[src/rtl/fetch_stage_pkg.sv]
`default_nettype none
// ============================================================================
//  Module   : fetch_stage_pkg
//  Brief    : Shared encodings for the instruction-fetch stage: jump-select
//             codes from decode, fetch FSM states and the bubble instruction.
//  Revision : 1.0  initial release
// ============================================================================
package fetch_stage_pkg;

  // sig_jump_d encodings; 2'b11 is not produced by decode and acts as none
  localparam logic [1:0] JUMP_NONE = 2'b00;
  localparam logic [1:0] JUMP_J    = 2'b01;
  localparam logic [1:0] JUMP_JR   = 2'b10;

  // sll $0,$0,0 -- the canonical MIPS no-op
  localparam logic [31:0] C_NOP_INSTR = 32'h0000_0000;

  // FETCH: request outstanding; HELD: response buffered during a stall;
  // DROP: response still in flight for an address that has been squashed
  typedef enum logic [1:0] {
    ST_FETCH = 2'd0,
    ST_HELD  = 2'd1,
    ST_DROP  = 2'd2
  } fetch_state_e;

endpackage : fetch_stage_pkg
`default_nettype wire

[src/rtl/fetch_redirect_sel.sv]
`default_nettype none
// ============================================================================
//  Module   : fetch_redirect_sel
//  Brief    : Decides whether decode redirects the fetch stream this cycle
//             and selects the new PC (jr > j/jal > taken branch).
//  Revision : 1.0  initial release
// ============================================================================
module fetch_redirect_sel
  import fetch_stage_pkg::*;
(
  input  logic        stall_d,
  input  logic        pc_src_d,
  input  logic [1:0]  sig_jump_d,
  input  logic [31:0] branch_target_d,
  input  logic [31:0] jump_target_d,
  input  logic [31:0] jr_target_d,
  output logic        redirect,
  output logic [31:0] target
);

  // A stalled decode will re-present its branch, so no redirect is taken now
  always_comb begin
    redirect = 1'b0;
    target   = branch_target_d;
    unique case (sig_jump_d)
      JUMP_JR: begin
        redirect = 1'b1;
        target   = jr_target_d;
      end
      JUMP_J: begin
        redirect = 1'b1;
        target   = jump_target_d;
      end
      default: begin
        redirect = pc_src_d;
        target   = branch_target_d;
      end
    endcase
    if (stall_d) begin
      redirect = 1'b0;
    end
  end

endmodule : fetch_redirect_sel
`default_nettype wire

[src/rtl/fetch_stage.sv]
`default_nettype none
// ============================================================================
//  Module   : fetch_stage
//  Brief    : MIPS instruction-fetch stage. Owns the PC, the instruction
//             memory request handshake and the IF/ID pipeline register.
//             Copes with variable memory latency by inserting bubbles and
//             buffering one returned instruction across a stall.
//  Revision : 1.0  initial release
// ============================================================================
module fetch_stage
  import fetch_stage_pkg::*;
#(
  parameter logic [31:0] RESET_PC  = 32'h0000_0000,
  parameter logic [31:0] NOP_INSTR = C_NOP_INSTR
) (
  input  logic        clk,
  input  logic        reset,
  input  logic        stall_f,
  input  logic        stall_d,
  input  logic        pc_src_d,
  input  logic [31:0] branch_target_d,
  input  logic [1:0]  sig_jump_d,
  input  logic [31:0] jump_target_d,
  input  logic [31:0] jr_target_d,
  output logic        imem_req,
  output logic [31:0] imem_addr,
  input  logic [31:0] imem_rdata,
  input  logic        imem_ready,
  output logic [31:0] pc_f,
  output logic [31:0] instr_d,
  output logic [31:0] pc_plus4_d,
  output logic        valid_d
);

  fetch_state_e state_q, state_d;

  logic [31:0] pc_q, pc_d;
  logic [31:0] instr_q, instr_d_n;
  logic [31:0] pc_plus4_q, pc_plus4_d_n;
  logic        valid_q, valid_d_n;
  logic [31:0] buf_instr_q, buf_instr_d;
  logic [31:0] buf_pc_plus4_q, buf_pc_plus4_d;
  logic [31:0] pending_q, pending_d;

  logic        w_stall;
  logic        w_redirect;
  logic [31:0] w_target;
  logic [31:0] w_pc_plus4;

  assign w_stall    = stall_f | stall_d;
  assign w_pc_plus4 = pc_q + 32'd4;

  fetch_redirect_sel u_redirect_sel (
    .stall_d         (stall_d),
    .pc_src_d        (pc_src_d),
    .sig_jump_d      (sig_jump_d),
    .branch_target_d (branch_target_d),
    .jump_target_d   (jump_target_d),
    .jr_target_d     (jr_target_d),
    .redirect        (w_redirect),
    .target          (w_target)
  );

  // State register plus PC, IF/ID, fetch buffer and pending-target flops
  always_ff @(posedge clk) begin
    if (reset) begin
      state_q        <= ST_FETCH;
      pc_q           <= RESET_PC;
      instr_q        <= NOP_INSTR;
      pc_plus4_q     <= 32'd0;
      valid_q        <= 1'b0;
      buf_instr_q    <= NOP_INSTR;
      buf_pc_plus4_q <= 32'd0;
      pending_q      <= 32'd0;
    end else begin
      state_q        <= state_d;
      pc_q           <= pc_d;
      instr_q        <= instr_d_n;
      pc_plus4_q     <= pc_plus4_d_n;
      valid_q        <= valid_d_n;
      buf_instr_q    <= buf_instr_d;
      buf_pc_plus4_q <= buf_pc_plus4_d;
      pending_q      <= pending_d;
    end
  end

  // Next-state: track whether a response is awaited, buffered or squashed
  always_comb begin
    state_d = state_q;
    unique case (state_q)
      ST_FETCH: begin
        if (imem_ready) begin
          if (!w_redirect && w_stall) begin
            state_d = ST_HELD;
          end
        end else if (w_redirect) begin
          state_d = ST_DROP;
        end
      end
      ST_HELD: begin
        if (w_redirect || !w_stall) begin
          state_d = ST_FETCH;
        end
      end
      ST_DROP: begin
        if (imem_ready) begin
          state_d = ST_FETCH;
        end
      end
      default: state_d = ST_FETCH;
    endcase
  end

  // Datapath: PC update, IF/ID load or bubble, buffer capture, pending target
  always_comb begin
    pc_d           = pc_q;
    instr_d_n      = instr_q;
    pc_plus4_d_n   = pc_plus4_q;
    valid_d_n      = valid_q;
    buf_instr_d    = buf_instr_q;
    buf_pc_plus4_d = buf_pc_plus4_q;
    pending_d      = pending_q;

    unique case (state_q)
      ST_FETCH: begin
        if (imem_ready) begin
          if (w_redirect) begin
            // No delay slot: the word just returned is squashed
            pc_d         = w_target;
            instr_d_n    = NOP_INSTR;
            pc_plus4_d_n = 32'd0;
            valid_d_n    = 1'b0;
          end else if (w_stall) begin
            buf_instr_d    = imem_rdata;
            buf_pc_plus4_d = w_pc_plus4;
          end else begin
            instr_d_n    = imem_rdata;
            pc_plus4_d_n = w_pc_plus4;
            valid_d_n    = 1'b1;
            pc_d         = w_pc_plus4;
          end
        end else begin
          // Response not back yet; the address it answers is kept on the bus
          if (w_redirect) begin
            pending_d = w_target;
          end
          if (!stall_d) begin
            instr_d_n    = NOP_INSTR;
            pc_plus4_d_n = 32'd0;
            valid_d_n    = 1'b0;
          end
        end
      end
      ST_HELD: begin
        if (w_redirect) begin
          pc_d         = w_target;
          instr_d_n    = NOP_INSTR;
          pc_plus4_d_n = 32'd0;
          valid_d_n    = 1'b0;
        end else if (!w_stall) begin
          instr_d_n    = buf_instr_q;
          pc_plus4_d_n = buf_pc_plus4_q;
          valid_d_n    = 1'b1;
          pc_d         = w_pc_plus4;
        end
      end
      ST_DROP: begin
        // A later redirect supersedes the one still waiting on the bus
        if (w_redirect) begin
          pending_d = w_target;
        end
        if (imem_ready) begin
          pc_d = w_redirect ? w_target : pending_q;
        end
        if (!stall_d) begin
          instr_d_n    = NOP_INSTR;
          pc_plus4_d_n = 32'd0;
          valid_d_n    = 1'b0;
        end
      end
      default: begin
        pc_d = pc_q;
      end
    endcase
  end

  // Outputs: request whenever a response is expected; held fetches idle the bus
  always_comb begin
    imem_req   = ((state_q == ST_FETCH) || (state_q == ST_DROP)) && !reset;
    imem_addr  = pc_q;
    pc_f       = pc_q;
    instr_d    = instr_q;
    pc_plus4_d = pc_plus4_q;
    valid_d    = valid_q;
  end

endmodule : fetch_stage
`default_nettype wire

[config.mk]
export PLATFORM = sky130hd
export DESIGN_NAME = fetch_stage
export DESIGN_NICKNAME = d
export VERILOG_FILES = /design/src/rtl/fetch_stage_pkg.sv /design/src/rtl/fetch_redirect_sel.sv /design/src/rtl/fetch_stage.sv
export SDC_FILE = /design/constraint.sdc
export NUM_CORES = 1
export LEC_CHECK = 0
export CAP_MARGIN = 40
export CELL_PAD_IN_SITES_DETAIL_PLACEMENT = 2
export CELL_PAD_IN_SITES_GLOBAL_PLACEMENT = 2
export CORE_ASPECT_RATIO = 1.5
export CORE_MARGIN = 5
export CORE_UTILIZATION = 25
export DETAILED_ROUTE_END_ITERATION = 12
export GPL_TIMING_DRIVEN = 0
export PLACE_DENSITY = 0.83
export SLEW_MARGIN = 20
export SYNTH_ARGS = -nofsm -noshare
export SYNTH_HDL_FRONTEND = slang
export SYNTH_SLANG_ARGS = --single-unit
[constraint.sdc]
create_clock -name clk -period 2.9 [get_ports clk]
set_input_delay 0.725 -clock clk [delete_from_list [all_inputs] [get_ports clk]]
set_output_delay 0.725 -clock clk [all_outputs]
set_load 0.005 [all_outputs]
---- Word level (Yosys, flattened, before mapping) ----
Index checks and enable logic that the tools add are counted.
word-level totals
  bits in registers ....................... 195
  input port bits ......................... 136
  word-level logic and storage cells ...... 75
cells by class
  add/sub/neg operators ................... 1
  eq/ne operators ......................... 12
  muxes and demuxes ....................... 36
  bitwise logic cells ..................... 2
  reductions and logical operators ........ 16
operators by type and width
  kind                                                                   number
  32-bit 2-to-1 mux                                                      18
  32-bit case mux with 3 select lines                                    3
  32-bit case mux with 2 select lines                                    2
  32-bit by 3-bit adder with 32-bit output, second input constant        1
  2-bit 2-to-1 mux                                                       5
  3-bit != test, second input constant                                   3
  2-bit != test, second input constant                                   4
  4-bit AND reduction                                                    2
  1-bit 2-to-1 mux                                                       6
  2-bit case mux with 3 select lines                                     1
  3-bit AND reduction                                                    2
  2-bit by 1-bit equality test with 1-bit output, second input constant  2
  2-bit equality test, second input constant                             2
  4-bit != test, second input constant                                   1
  1-bit zero test                                                        3
  1-bit case mux with 3 select lines                                     1
  3-bit nonzero test                                                     1
  1-bit logical AND                                                      2
  2-bit zero test                                                        1
  1-bit logical OR                                                       2
  2-bit AND reduction                                                    1
  2-bit nonzero test                                                     1
  2-bit OR reduction                                                     1
  1-bit NOT                                                              1
  1-bit OR                                                               1

---- Logic depth before layout (Yosys ltp) ----
Gate-level depths: netlist (run 1).
  word-level depth ........................ 9
  gate-level depth with buffers ........... 10
  depth with buffers taken out ............ 7

---- Modules after synthesis ----
A second synthesis (run 1) with hierarchy kept.
second synthesis, totals
  cell total of the unflattened synthesis .. 1,267
  area total of the unflattened synthesis .. 9,793.1 um^2
by module, submodules not included
  module              instances  cells an instance  area each (um^2)  seq. area each (um^2)
  fetch_stage         1          1,152              9,148.8           3,903.7
  fetch_redirect_sel  1          115                644.4             0.0

---- Worst setup path before layout (run 1) ----
Ideal clock, no wire load.
  path type ............................... input to register
  start point ............................. in sig_jump_d[0]
  end point ............................... reg pc_plus4_q[13] (netlist: pc_plus4_d[13])
  setup time .............................. 0.125 ns
  arrival time ............................ 2.610 ns
  required time ........................... 2.775 ns
  setup slack ............................. 0.165 ns
  stages on the path ...................... 10
  cell sequence ........................... inv_1 > ha_1 > and3b_1 > clkbuf_1 > o31ai_2 > nand2b_1 > buf_2 > clkbuf_1 > a222oi_1 > nor2_1
between the ends
  cells in the longest elaborated chain, start to end .. 7
  elaborated cells on any way between the ends .. 12
  those cells by class .................... eq/ne: 4; mux: 6; reduce/logical: 2
RTL lines
  what                                                                                          line                      text
  start, declared                                                                               fetch_stage.sv:22         input logic [1:0] sig_jump_d,
  2-bit equality test / 2-bit by 1-bit equality test with 1-bit output (equally long branches)  fetch_redirect_sel.sv:25  unique case (sig_jump_d)
  2-bit OR reduction (no line) *                                                                n/a
  1-bit 2-to-1 mux *                                                                            fetch_redirect_sel.sv:25
  1-bit 2-to-1 mux *                                                                            fetch_redirect_sel.sv:39  if (stall_d) begin
  32-bit 2-to-1 mux                                                                             fetch_stage.sv:127        if (w_redirect) begin
  32-bit 2-to-1 mux                                                                             fetch_stage.sv:126        if (imem_ready) begin
  32-bit case mux with 3 select lines                                                           fetch_stage.sv:124        unique case (state_q)
  end signal, assigned                                                                          fetch_stage.sv:79         pc_plus4_q <= pc_plus4_d_n;
  end, declared                                                                                 fetch_stage.sv:39         logic [31:0] pc_plus4_q, pc_plus4_d_n;
Mark *: on every way between the ends. The rest lies on a longest branch, timed or not.
A chain may end at the register's enable or synchronous reset.

---- Worst setup path after layout (run 1) ----
  start point ............................. in reset
  end point ............................... out imem_req
between the ends
  cells in the longest elaborated chain, start to end .. 2
RTL lines
  what               line                text
  start, declared    fetch_stage.sv:17   input logic reset,
  1-bit zero test    fetch_stage.sv:189  imem_req = ((state_q == ST_FETCH) || (state_q == ST_DROP)) && !reset;
  1-bit logical AND  fetch_stage.sv:189
  end, declared      fetch_stage.sv:25   output logic imem_req,
Every way passes these cells.

==> results of run 1 <==
## repair_timing
item                                    CTS  global route
resized for setup                        59            48
pin swaps                                 1             3
buffers inserted                          1             4
endpoints found under the setup margin  193           124
## stage by stage
step                power (mW)  worst slack, ps  setup TNS, ps
floorplan                3.837            165.0              0
CTS                      7.216            8.702              0
finish                   7.226            36.35              0
global route             7.505           -5.905         -5.905
global placement         4.708            -1307        -177450
detailed placement       4.777            -1370        -186770
## per-layer routing
layer	vias up	track usage [%]	wire length, um	part of all wire (%)
met3	103	3.764	2153	4.3
met4	0	10.25	2096	4.1
met5	-	0	0	0
met2	338	43.26	27460	54
met1	5711	23.90	18880	37
li1	5146	-	-	-
## power by group through the flow
stage | sequential [mW] | clock (mW) | combinational [mW]
2_1_floorplan | 3.01 | 0 | 0.831
6_report | 3.01 | 2.44 | 1.77
5_1_grt | 3.03 | 2.57 | 1.91
3_3_place_gp | 3.06 | 0 | 1.65
3_5_place_dp | 3.07 | 0 | 1.71
4_1_cts | 3.01 | 2.45 | 1.76
## worst max-delay path, stage by stage
cell	delay (ps)
dlygate4sd2_1	320
clkbuf_8	220
clkbuf_8	190
nor2_2	140
clkdlybuf4s50_1	530
## final cells by class
cell class                      instances  area (um2)
Fill cell                            4485       25210
Multi-Input combinational cell        914        5329
Sequential cell                       195        3909
Timing Repair Buffer                  274        2714
Buffer                                143       763.2
Tap cell                              500       625.6
Clock buffer                           18       439.2
Clock inverter                         14       146.4
Inverter                               16       61.31
Antenna cell                            2       5.005
## flip-flops by register name, summed over array words and instances (netlist names)
name            cells
state_q             2
instr_d            32
pc_plus4_d         32
buf_pc_plus4_q     32
valid_d             1
buf_instr_q        32
pending_q          32
imem_addr          32
## cells in the mapped netlist (all sizes together) (2+ instances only)
library cell / instances / area [um2]
a211o: 4 / 35.03
a211oi: 22 / 165.2
a21o: 3 / 22.52
a21oi: 119 / 595.6
a221o: 2 / 20.02
a221oi: 12 / 105.1
a222oi: 8 / 80.08
a22o: 37 / 324.1
a22oi: 82 / 615.6
a311oi: 2 / 17.52
a31o: 2 / 17.52
a31oi: 8 / 50.05
a32oi: 4 / 35.03
and2: 4 / 25.02
and3: 9 / 56.30
and4: 2 / 17.52
buf: 45 / 304.0
clkbuf: 101 / 379.1
dfxtp: 195 / 3904
ha: 7 / 87.58
inv: 15 / 56.30
mux2i: 3 / 30.03
nand2: 187 / 701.9
nand2b: 7 / 43.79
nand3: 24 / 120.1
nand4: 11 / 83.83
nand4b: 3 / 26.28
nor2: 129 / 484.2
nor2b: 3 / 18.77
nor3: 32 / 160.2
nor4: 12 / 96.34
o211ai: 5 / 37.54
o21a: 11 / 82.58
o21ai: 85 / 425.4
o221ai: 6 / 52.55
o2bb2ai: 4 / 35.03
o31a: 6 / 52.55
o31ai: 3 / 27.52
o32ai: 6 / 52.55
or2: 3 / 18.77
or3: 8 / 50.05
or4: 4 / 30.03
xnor2: 12 / 105.1
xor2: 12 / 105.1
## logic make-up after synthesis
kind of cell | Yosys count | share of synthesized area, %
and+or+nand+nor | 441 | 19.87
AOI/OAI and AO/OA | 439 | 29.64
DFF | 195 | 39.62
buffers and inverters | 162 | 7.543
xor gates and xnor gates | 24 | 2.133
adders and majority gates | 7 | 0.8888
muxes | 3 | 0.3048
## final timing paths
| path | from | end | slack [ps] | depth (start not counted) |
|---|---|---|---|---|
| min | pending_q[26] | pending_q[26] | 460 | 2 |
| max reg2reg | imem_addr[2] | imem_addr[18] | 130 | 7 |
| min reg2reg | pending_q[26] | pending_q[26] | 460 | 2 |
| max | reset | imem_req | 40 | 5 |
==> results.md, run 1 <==
* Initial core utilization at 25.14%
* Final Setup Violations at 0
* WHS at 461.0 ps
* Commonest non-fill, non-tap cell in the layout: clkdlybuf4s50_1
* Skew final at 10.21 ps
* Status: finished, final reports clean
* RSZ-0062 raised after global routing: yes
* Num CTS Buffers at 17
* Antenna-violating nets left at 0
* Leak at 4.874 nW
* WP data required at 2170 ps
* DRT Wirelength at 50.59 mm
* FMAX at 0.3492 GHz
* Share of cells above drive strength 1 at 9.975%
* Slew @ Worst Pin at 774.2 ps
* Die Span Y at 253.1 um
* Flop pwr share at 41.7%
* Clock share of power at 33.8%
* Iter 0 DRT Violations at 577
* Design internal power at 4.763 mW
* Sw frac at 34.09%
* Critical Path End Type: output pin
* Synthesized netlist cell count at 1271
* Dpl cell area at 0.01316 mm2
* Post-DP HPWL at 39.66 mm
* Die area at 0.04357 mm2
* Worst EP arrival at 2140 ps
* Grt total ovfl at 0
* Synthesis-to-layout area growth at 42.01%
* Ys Warns at 0
* Largest net degree at the start of global routing at 20
* Register area share after synthesis at 39.62%
* Slew Limit Fails at 0
* Syn_nets at 1414
* GRT Total Usage at 22.70%
* CTS Root Cell: clkbuf_16
* Period Utilization, post-route at 98.75%
* Max Cap Violations at 0
* Min cycle time layout at 2864 ps
* Drc violations at 0
* First-pass DRT Iterations at 5
* Cts hold-fix bufs at 0
* P per Cell Area at 516.5 mW/mm2
* Comb power frac at 24.5%
* Io pins at 266
* DR vias/cell at 5.442
* Synth Flop Type: dfxtp_1
* Worst min-delay path class: reg2reg
* First-pass GRT wire length at 75.33 mm
* Die X at 172.1 um
* Psw at 2.464 mW
* Clk slew on worst S/H paths at 80 ps
* CTS sink count at 195
* Later-pin clock latency in the skew report at 480 ps
* Crit Path Category: in2out
* I/O Buffers at 265
* Clock buffer depth at 2
* FFs w/ async S/R, synth at 0%
* Most frequent cells in the layout: 264 x clkdlybuf4s50_1, 193 x dfxtp_1, 187 x nand2_1
* Final Cell Area at 0.01399 mm2
* Distinct cell type count after synthesis at 63
* DR vias at 11298
* Gpl congestion at 0.8817
* Final Hold Viols at 0
* Critical Path Fanout Max at 10
* H-tree depth at 4
* Maximum VDD drop at 0.4268 mV
* Rel. slew slack at 47.91%
* Antenna violations before repair at 2
* EDFF count, synth at 0
* Cells after DPL at 2039
* Row cnt at 89
* Util after Layout at 35.70%
* Kind of start point of the critical path: primary input
* Mean Syn Cell Area at 7.752 um2
* Core Region at 0.03920 mm2
* Synth Register Bits at 195
* CTS tree: built
* Vias in the first global route at 12371
* Nets@finish at 1704
* Netlist Area Pre-Place at 0.009853 mm2
* Non-filler cells, final at 2076
* DR WL/cell at 24.37 um
Power figures use the tool's default switching activity.
==> run 2: changes to the inputs <==
--- a/config.mk
+++ b/config.mk
@@ -14,7 +14,6 @@
 export DETAILED_ROUTE_END_ITERATION = 12
 export GPL_TIMING_DRIVEN = 0
 export PLACE_DENSITY = 0.83
-export SLEW_MARGIN = 20
 export SYNTH_ARGS = -nofsm -noshare
 export SYNTH_HDL_FRONTEND = slang
 export SYNTH_SLANG_ARGS = --single-unit
==> results.md, run 2 (synthesis gave the netlist of run 1 again) <==
* Setup ws final at 28.76 ps (-7.584 ps)
* CP endpoint: imem_addr[10]
* P per Cell Area at 516.9 mW/mm2 (about the same)
* Vias in the first global route at 12419 (+0.39%)
* Core Region at 0.03920 mm2 (unchanged)
* Critical Path End Type: flop
* Commonest non-fill, non-tap cell in the layout: clkdlybuf4s50_1
* Die X at 172.1 um (unchanged)
* Nets@finish at 1709 (+0.29%)
* CP startpoint: sig_jump_d[0]
* Non-filler cells, final at 2081 (+0.24%)
* Worst min-delay path class: reg2reg
* Cells after DPL at 2040 (+0.049%)
* Grt total ovfl at 0 (unchanged)
* Multi-input logic area at 0.005321 mm2 (-0.14%)
* Worst hold path stage count at 2 (unchanged)
* Setup TNS at 0 ps (unchanged)
* Number of fill cells at 4487 (+0.045%)
* Final Cell Area at 0.01403 mm2 (+0.27%)
* Period Utilization, post-route at 99.01% (+0.26 points)
* Delay-heaviest family, CP: buffers and inverters
* Clock buffer depth at 2 (unchanged)
* Buffer and inverter count on the worst path at 4 (unchanged)
* Iter 0 DRT Violations at 627 (+8.7%)
* Worst EP arrival at 3220 ps (+1080 ps)
* Antenna-violating nets left at 0 (unchanged)
* Io pins at 266 (unchanged)
* DRT Wirelength at 50.95 mm (+0.71%)
* I/O Buffers at 265 (unchanged)
* First-pass DRT Iterations at 8 (+3)
* DR vias at 11380 (+0.73%)
* GRT Total Usage at 22.69% (about the same)
* Reg-to-Reg Start: imem_addr[2]
* Slew @ Worst Pin at 981.0 ps (+206.8 ps)
* Antenna violations before repair at 2 (unchanged)
* Min cycle time layout at 2871 ps (+7.584 ps)
* Leak at 4.904 nW (+0.61%)
* Util after Layout at 35.79% (+0.096 points)
* DR vias/cell at 5.469 (+0.48%)
* CP max-delay cell: clkdlybuf4s50_1
* First-pass GRT wire length at 75.29 mm (about the same)
* Cell count along the critical path at 10 (+5)
* Cells on worst reg2reg path at 7 (unchanged)
* Final Setup Violations at 0 (unchanged)
* Most frequent cells in the layout: 264 x clkdlybuf4s50_1, 193 x dfxtp_1, 187 x nand2_1
* Die area at 0.04357 mm2 (unchanged)
* Pre-CTS setup slack at -1437 ps (-66.70 ps)
* Initial core utilization at 25.14% (unchanged)
* Crit Path Category: in2reg
* Post-DP HPWL at 39.84 mm (+0.48%)
* FF+latch area at 0.003909 mm2 (unchanged)
* Worst path cell trace: clkdlybuf4s50_1 > inv_1 > ha_4 > and3b_2 > nor2_2 > o21ai_0 > buf_4 > clkbuf_4 > a21oi_1 > a221oi_1
* Skew final at 11.41 ps (+1.195 ps)
* Die Span Y at 253.1 um (unchanged)
* Drc violations at 0 (unchanged)
* Rel. slew slack at 34.00% (-14 points)
* Gpl congestion at 0.8817 (unchanged)
* Synthesis-to-layout area growth at 42.39%
* DR WL/cell at 24.48 um (+0.47%)
* Dpl cell area at 0.01316 mm2 (about the same)
* Largest net degree at the start of global routing at 20 (unchanged)
* Critical Path Fanout Max at 10 (unchanged)
* Kind of start point of the critical path: primary input
* Later-pin clock latency in the skew report at 470 ps (about the same)
* H-tree depth at 4 (unchanged)
* Reg-to-reg setup timing slack at 120 ps (about the same)
* Max Cap Violations at 0 (unchanged)
* RR Endpoint: imem_addr[18]
* WP data required at 3250 ps (+1080 ps)
* Largest stage delay on the critical path at 480 ps (-50 ps)
* Total power at 7.253 mW (+0.36%)
* Clk slew on worst S/H paths at 80 ps (about the same)
* FMAX at 0.3483 GHz (-0.26%)
* Maximum VDD drop at 0.3141 mV (-26%)
* CTS tree: built
* Num CTS Buffers at 17 (unchanged)
* Status: finished, final reports clean
* Final Hold Viols at 0 (unchanged)
* Share of cells above drive strength 1 at 10.32% (+0.35 points)
* Row cnt at 89 (unchanged)
* CTS Root Cell: clkbuf_16
* Slew Limit Fails at 0 (unchanged)
* CTS sink count at 195 (unchanged)
* WHS at 463.6 ps (+2.661 ps)
-- run 2: worst min path at each step --
| stage | slack (ps) | from | end |
|---|---|---|---|
| final | 460 | buf_instr_q[20] | buf_instr_q[20] |
| after global routing | 480 | pending_q[30] | pending_q[30] |
| after CTS | 460 | pc_plus4_d[18] | pc_plus4_d[18] |
| after detailed placement | 450 | pending_q[26] | pending_q[26] |
| after global placement | 440 | pending_q[26] | pending_q[26] |
| after floorplan | 430 | pending_q[11] | pending_q[11] |
-- run 2: report_power, final --
| part | internal [mW] | switching, mW |
|---|---|---|
| clock | 1.17 | 1.27 |
| combinational | 0.773 | 1.03 |
| sequential | 2.84 | 0.172 |
| total | 4.78 | 2.47 |
-- run 2: tightest hold or removal path, stage by stage, from the launching register on --
cell	delay, ps
dfxtp_1	320
nand2_1	50
a21oi_1	50
-- run 2: final cells by class --
type	instances	share of cell area, %
buffer	143	5.485
antenna	2	0.03567
clock inverter	14	1.035
sequential	195	27.86
tap	500	4.459
clock buffer	18	3.130
inverter	16	0.4370
timing repair buffer	279	19.63
multi-input combinational	914	37.93
-- run 2: routing by layer --
metal  track usage (%)  part of all wire [%]  up-vias
met2             43.38                    54      381
li1                  -                     -     5162
met3             3.139                   4.7      115
met1             24.01                    37     5722
met4             10.65                   4.3        0
met5                 0                     0        -
-- run 2: what timing repair did --
item | 4_1_cts | 5_1_grt
resized for setup | 63 | 45
pin swaps | 4 | 2
setup buffers | 2 | 8
endpoints found under the setup margin | 192 | 105
hold buffers | 0 | 0
==> run 3: changes to the inputs <==
--- a/config.mk
+++ b/config.mk
@@ -12,8 +12,8 @@
 export CORE_MARGIN = 5
 export CORE_UTILIZATION = 25
 export DETAILED_ROUTE_END_ITERATION = 12
-export GPL_TIMING_DRIVEN = 0
 export PLACE_DENSITY = 0.83
 export SYNTH_ARGS = -nofsm -noshare
 export SYNTH_HDL_FRONTEND = slang
 export SYNTH_SLANG_ARGS = --single-unit
+export TNS_END_PERCENT = 10
==> results.md, run 3 (synthesis gave the netlist of run 1 again) <==
* Io pins at 266 (unchanged)
* Antenna violations before repair at 0 (-2)
* Core Region at 0.03920 mm2 (unchanged)
* WP data required at 2170 ps (-1080 ps)
* Flop pwr share at 42.0% (+0.5 points)
* CTS Root Cell: clkbuf_16
* GRT Total Usage at 19.59% (-3.1 points)
* Skew final at 13.65 ps (+2.238 ps)
* Largest net degree at the start of global routing at 166 (+730%)
* FMAX at 0.3624 GHz (+4.1%)
* Max Cap Violations at 0 (unchanged)
* Antenna-violating nets left at 0 (unchanged)
* Setup TNS at 0 ps (unchanged)
* Status: finished, final reports clean
* Initial core utilization at 25.14% (unchanged)
* Clk slew on worst S/H paths at 70 ps (about the same)
* Most frequent cells in the layout: 264 x clkdlybuf4s50_1, 195 x dfxtp_1, 187 x nand2_1
* Slew @ Worst Pin at 806.8 ps (-174.2 ps)
* Slew Limit Fails at 0 (unchanged)
* Util after Layout at 35.58% (-0.21 points)
* Psw at 2.195 mW (-11%)
* CTS sink count at 195 (unchanged)
* RSZ-0062 raised after global routing: no
* DRT Wirelength at 43.56 mm (-15%)
* DR vias at 10667 (-6.3%)
* Non-filler cells, final at 2005 (-3.7%)
* Cells after DPL at 1975 (-3.2%)
* Post-CTS resize count at 0 (-100%)
* Grt total ovfl at 0 (unchanged)
* P per Cell Area at 511.7 mW/mm2 (-1.0%)
* Die Span Y at 253.1 um (unchanged)
* First-pass GRT wire length at 67.04 mm (-11%)
* Clock share of power at 33.6% (about the same)
* Drc violations at 0 (unchanged)
* Commonest non-fill, non-tap cell in the layout: clkdlybuf4s50_1
* Num CTS Buffers at 17 (unchanged)
* Crit Path Category: reg2out
* DR WL/cell at 21.73 um (-11%)
* Design internal power at 4.941 mW (+3.4%)
* I/O Buffers at 265 (unchanged)
* Kind of start point of the critical path: flop
* Rel. slew slack at 45.72% (+12 points)
* H-tree depth at 4 (unchanged)
* Final Hold Viols at 0 (unchanged)
* DR vias/cell at 5.320 (-2.7%)
* Antenna fix cells at 0 (-2)
* Cts hold-fix bufs at 0 (unchanged)
* Period Utilization, post-route at 95.15% (-3.9 points)
* Clock buffer depth at 2 (unchanged)
* Worst hold path stage count at 2 (unchanged)
* Nets@finish at 1637 (-4.2%)
* Cells on worst reg2reg path at 6 (-1)
* Min cycle time layout at 2759 ps (-111.8 ps)
* First-pass DRT Iterations at 7 (-1)
* Final Setup Violations at 0 (unchanged)
* Worst EP arrival at 2030 ps (-1190 ps)
* Vias in the first global route at 11664 (-6.1%)
* Share of cells above drive strength 1 at 8.904% (-1.4 points)
* Gpl congestion at 0.8572 (-2.8%)
* Critical Path Fanout Max at 6 (-4)
* Post-DP HPWL at 32.93 mm (-17%)
* Comb power frac at 24.5% (-0.3 points)
* Worst min-delay path class: reg2reg
* Leak at 4.854 nW (-1.0%)
* Iter 0 DRT Violations at 617 (-1.6%)
* Synthesis-to-layout area growth at 41.54%
* Later-pin clock latency in the skew report at 460 ps (about the same)
* Critical Path End Type: output pin
* Die X at 172.1 um (unchanged)
* Maximum VDD drop at 0.4032 mV (+28%)
* Row cnt at 89 (unchanged)
* Die area at 0.04357 mm2 (unchanged)
* CTS tree: built
* Sw frac at 30.76% (-3.3 points)
* Post-CTS setup buffers at 0 (-2)
==> run 3: cell types whose count changed in the layout (fill, tap and decap cells not counted), sizes merged <==
cell	change
dlygate4sd2	-1
clkbuf	-95
inv	-4
bufinv	+2
clkinv	+1
diode	-2
clkinvlp	-1
buf	+24
==> run 3: power groups by stage <==
stage	registers (mW)	logic (mW)	clock network [mW]
5_1_grt	3.02	1.89	2.53
3_5_place_dp	3.06	1.75	0
4_1_cts	2.99	1.76	2.44
6_report	2.99	1.74	2.40
3_3_place_gp	3.04	1.68	0
2_1_floorplan	3.01	0.831	0
==> run 3: worst paths after layout <==
| path | start | end | slack, ps |
|---|---|---|---|
| worst min register to register | pending_q[11] | pending_q[11] | 460 |
| worst max register to register | imem_addr[2] | imem_addr[24] | 150 |
| worst min-delay path | pending_q[11] | pending_q[11] | 460 |
| worst max-delay path | state_q[0] | imem_req | 140 |
==> run 3: critical path, cell delays in order, from the launching register on <==
cell and delay (ps):
dfxtp_1 400, inv_1 100, ha_1 290, nor2_1 220, nor2_1 90, clkdlybuf4s50_1 470
==> run 3: layout make-up <==
class	count	area, um2
clock inverters	12	132.6
multi-input cells	914	5246
clock buffers	18	439.2
flip-flops and latches	195	3904
repair buffers	350	3538
fillers	4446	25250
inverters	16	60.06
well taps	500	625.6
==> run 3: per-stage QoR <==
stage               setup slack, ps  instance area [um2]  total power, mW  hold slack [ps]
floorplan                     165.0                 9853            3.837            431.2
global placement             -120.1                13370            4.722            437.3
detailed placement           -273.2                13370            4.800            453.7
CTS                           98.21                13950            7.200            463.4
global route                  3.455                13950            7.432            483.5
finish                        140.6                13950            7.136            460.9
==> run 3: per-layer routing <==
metal  vias to the layer above  wire (um)  track usage [%]  share of wire [%]
met1                      5322      17170            22.22                 39
met2                       276      22840            36.03                 52
li1                       4999          -                -                  -
met4                         0       1688            8.449                3.9
met3                        70       1861            2.749                4.3
met5                         -          0                0                  0
==> patch, RTL diff (config.mk and constraints of run 3) <==
Take the reset off `buf_pc_plus4_q` and `pending_q` and load them in a clocked block of their own.
--- a/src/rtl/fetch_stage.sv
+++ b/src/rtl/fetch_stage.sv
@@ -72,4 +72,2 @@
       buf_instr_q    <= NOP_INSTR;
-      buf_pc_plus4_q <= 32'd0;
-      pending_q      <= 32'd0;
     end else begin
@@ -81,5 +79,8 @@
       buf_instr_q    <= buf_instr_d;
-      buf_pc_plus4_q <= buf_pc_plus4_d;
-      pending_q      <= pending_d;
     end
+  end
+
+  always_ff @(posedge clk) begin
+    buf_pc_plus4_q <= buf_pc_plus4_d;
+    pending_q      <= pending_d;
   end
Function: not settled (the Yosys comparison gave no result); the edit may change what the design does.
==> patch against run 3 <==
Maximum frequency down 0.64%. Highest routed layer unchanged. Wire length decreased by 7.7%. Sequential cell count unchanged. Register-to-register slack better by 0.14 ns. Core utilization is 0.75 points higher. Power grew 9.7%. Area after synthesis down 1.0%. Sequential power up 10%. Worst setup slack worse by 0.018 ns. Non-clock buffer count up 12. Final area up 0.39%. Sequential share of layout area rose by 4.5 points. Count of clock-buffer cells in the layout rose by 4.
==> patch: results (changes against run 3) <==
| Metric | Value |
|---|---|
| Status | `completed` |
| Post-Route WL | `40200 µm (-7.7%)` |
| Post-CTS setup buffer count | `0 (unchanged)` |
| Yosys cell types | `62 (-1.6%)` |
| Hold Path Class | `flip-flop to flip-flop` |
| Placed wire-length estimate | `30600 µm (-7.1%)` |
| Total track usage | `18.2% (-1.4 points)` |
| Worst skew pair latency | `0.45 ns` |
| Arrival time worst endpoint | `2.05 ns (+0.02 ns)` |
| Mux contribution to synthesized area | `0.770% (+0.46 points)` |
| Clock transition at path regs | `0.07 ns (about the same)` |
| Post-Synth XOR/XNOR Area | `2.42% (+0.29 points)` |
| Final Wtd Congestion | `0.832 (-2.9%)` |
| Warnings from Yosys | `0 (unchanged)` |
| Clock buffer count from CTS | `17 (unchanged)` |
| N_diodes | `0 (unchanged)` |
| Worst VDD drop | `0.476 mV (+18%)` |
| Largest net degree at the start of global routing | `54 (-67%)` |
| DRC violations left | `0 (unchanged)` |
| Compound-cell area share of the yosys netlist | `26.8% (-2.8 points)` |
| Asr flop ratio synth | `0% (unchanged)` |
| CP top delay family | `buffers and inverters` |
| Sequential share of the synthesized area | `46.6% (+7.0 points)` |
| Synth top cells by count | `dfxtp_1, nand2_1, nor2_1, a21oi_1, clkbuf_1` |
| Non-Filler Instances | `1862 (-7.1%)` |
| Layout cells sized above 1 | `11.3% (+2.4 points)` |
| Dpl cell area | `13400 µm² (+0.17%)` |
| Nets | `1497 (-8.6%)` |
| # placed instances | `1830 (-7.3%)` |
| Mean Syn Cell Area | `8.88 µm² (+15%)` |
| Syn_nets | `1241 (-12%)` |
| Via/cell ratio | `5.22 (-1.9%)` |
| Setup Total Neg Slack | `0 ns (unchanged)` |
| Pre-CTS setup slack | `-0.370 ns (-0.0965 ns)` |
| EDFF count, synth | `64 (+64)` |
| Drt pass-1 iters | `5 (-2)` |
| CTS max path bufs | `2 (unchanged)` |
| Synth top area cells | `dfxtp_1, edfxtp_1, a21oi_1` |
| Leakage power | `0.00517 µW (+6.5%)` |
| Max H-tree Level | `4 (unchanged)` |
| Root Buffer | `clkbuf_16` |
| Vias in the first global route | `10.8k (-7.0%)` |
| DRT iter0 DRCs | `522 (-15%)` |
| First-pass GRT wire length | `61700 µm (-7.9%)` |
| Maximum single-stage delay on the critical path | `0.59 ns (+0.12 ns)` |
| Buffers on Ports | `265 (unchanged)` |
| CP Max Fanout | `9 (+3)` |
| Final Skew | `0.00840 ns (-0.00525 ns)` |
| Crit-path slowest cell | `clkdlybuf4s50_1` |
| Tightest Pin Transition | `0.728 ns (-0.0787 ns)` |
| Synth Area in Adders | `0.898% (+0.0091 points)` |
| Initial antenna violation count | `0 (unchanged)` |
-- patch: changes by cell type after synthesis, sizes merged, moves of 18 or more --
cell           run 3  this run
a21o               3        31
edfxtp             0        64
o21ai             85        64
a22oi             82        63
nand2            187       123
dfxtp            195       131
clkbuf           101        72
a21oi            119       101
-- patch: power by group --
part | switching, µW | leakage [µW] | internal, µW | total, µW
logic | 1070 | 0.00319 | 1010 | 2090
clock network | 1120 | 0.000295 | 1340 | 2450
registers | 180 | 0.00169 | 3110 | 3290
total | 2370 | 0.00517 | 5460 | 7830
-- patch: layer usage --
metal / wire [µm] / part of all wire [%] / global-route usage (%)
met2: 22000 / 55 / 35.3
met4: 1250 / 3.1 / 6.93
met5: 0 / 0 / 0
met3: 1490 / 3.7 / 2.96
met1: 15500 / 39 / 19.4
-- patch: what timing repair did --
item,CTS,global route
gates resized for setup,1,1
hold buffers,0,0
setup endpoints to repair,1,2
-- patch: path summary, 6_finish.rpt --
kind,start,slack (ns),cells after the start,end
max,state_q[0],0.12,5,imem_req
min,buf_instr_q[25],0.46,2,buf_instr_q[25]
max reg2reg,imem_addr[10],0.29,7,pc_plus4_d[28]
min reg2reg,buf_instr_q[25],0.46,2,buf_instr_q[25]
-- patch: cell type report --
cell class,instances,area [µm²]
Clock buffer,22,507
Clock inverter,10,91.3
Fill cell,4237,24500
Inverter,17,63.8
Multi-Input combinational cell,761,4570
Sequential cell,195,4540
Tap cell,495,619
Timing Repair Buffer,362,3600
-- patch: through the flow --
step	hold slack, ns	util [%]
final	0.459	36.3
after global routing	0.486	36.3
after CTS	0.462	36.3
after detailed placement	0.451	34.8
after global placement	0.441	34.8
after floorplan	0.437	-
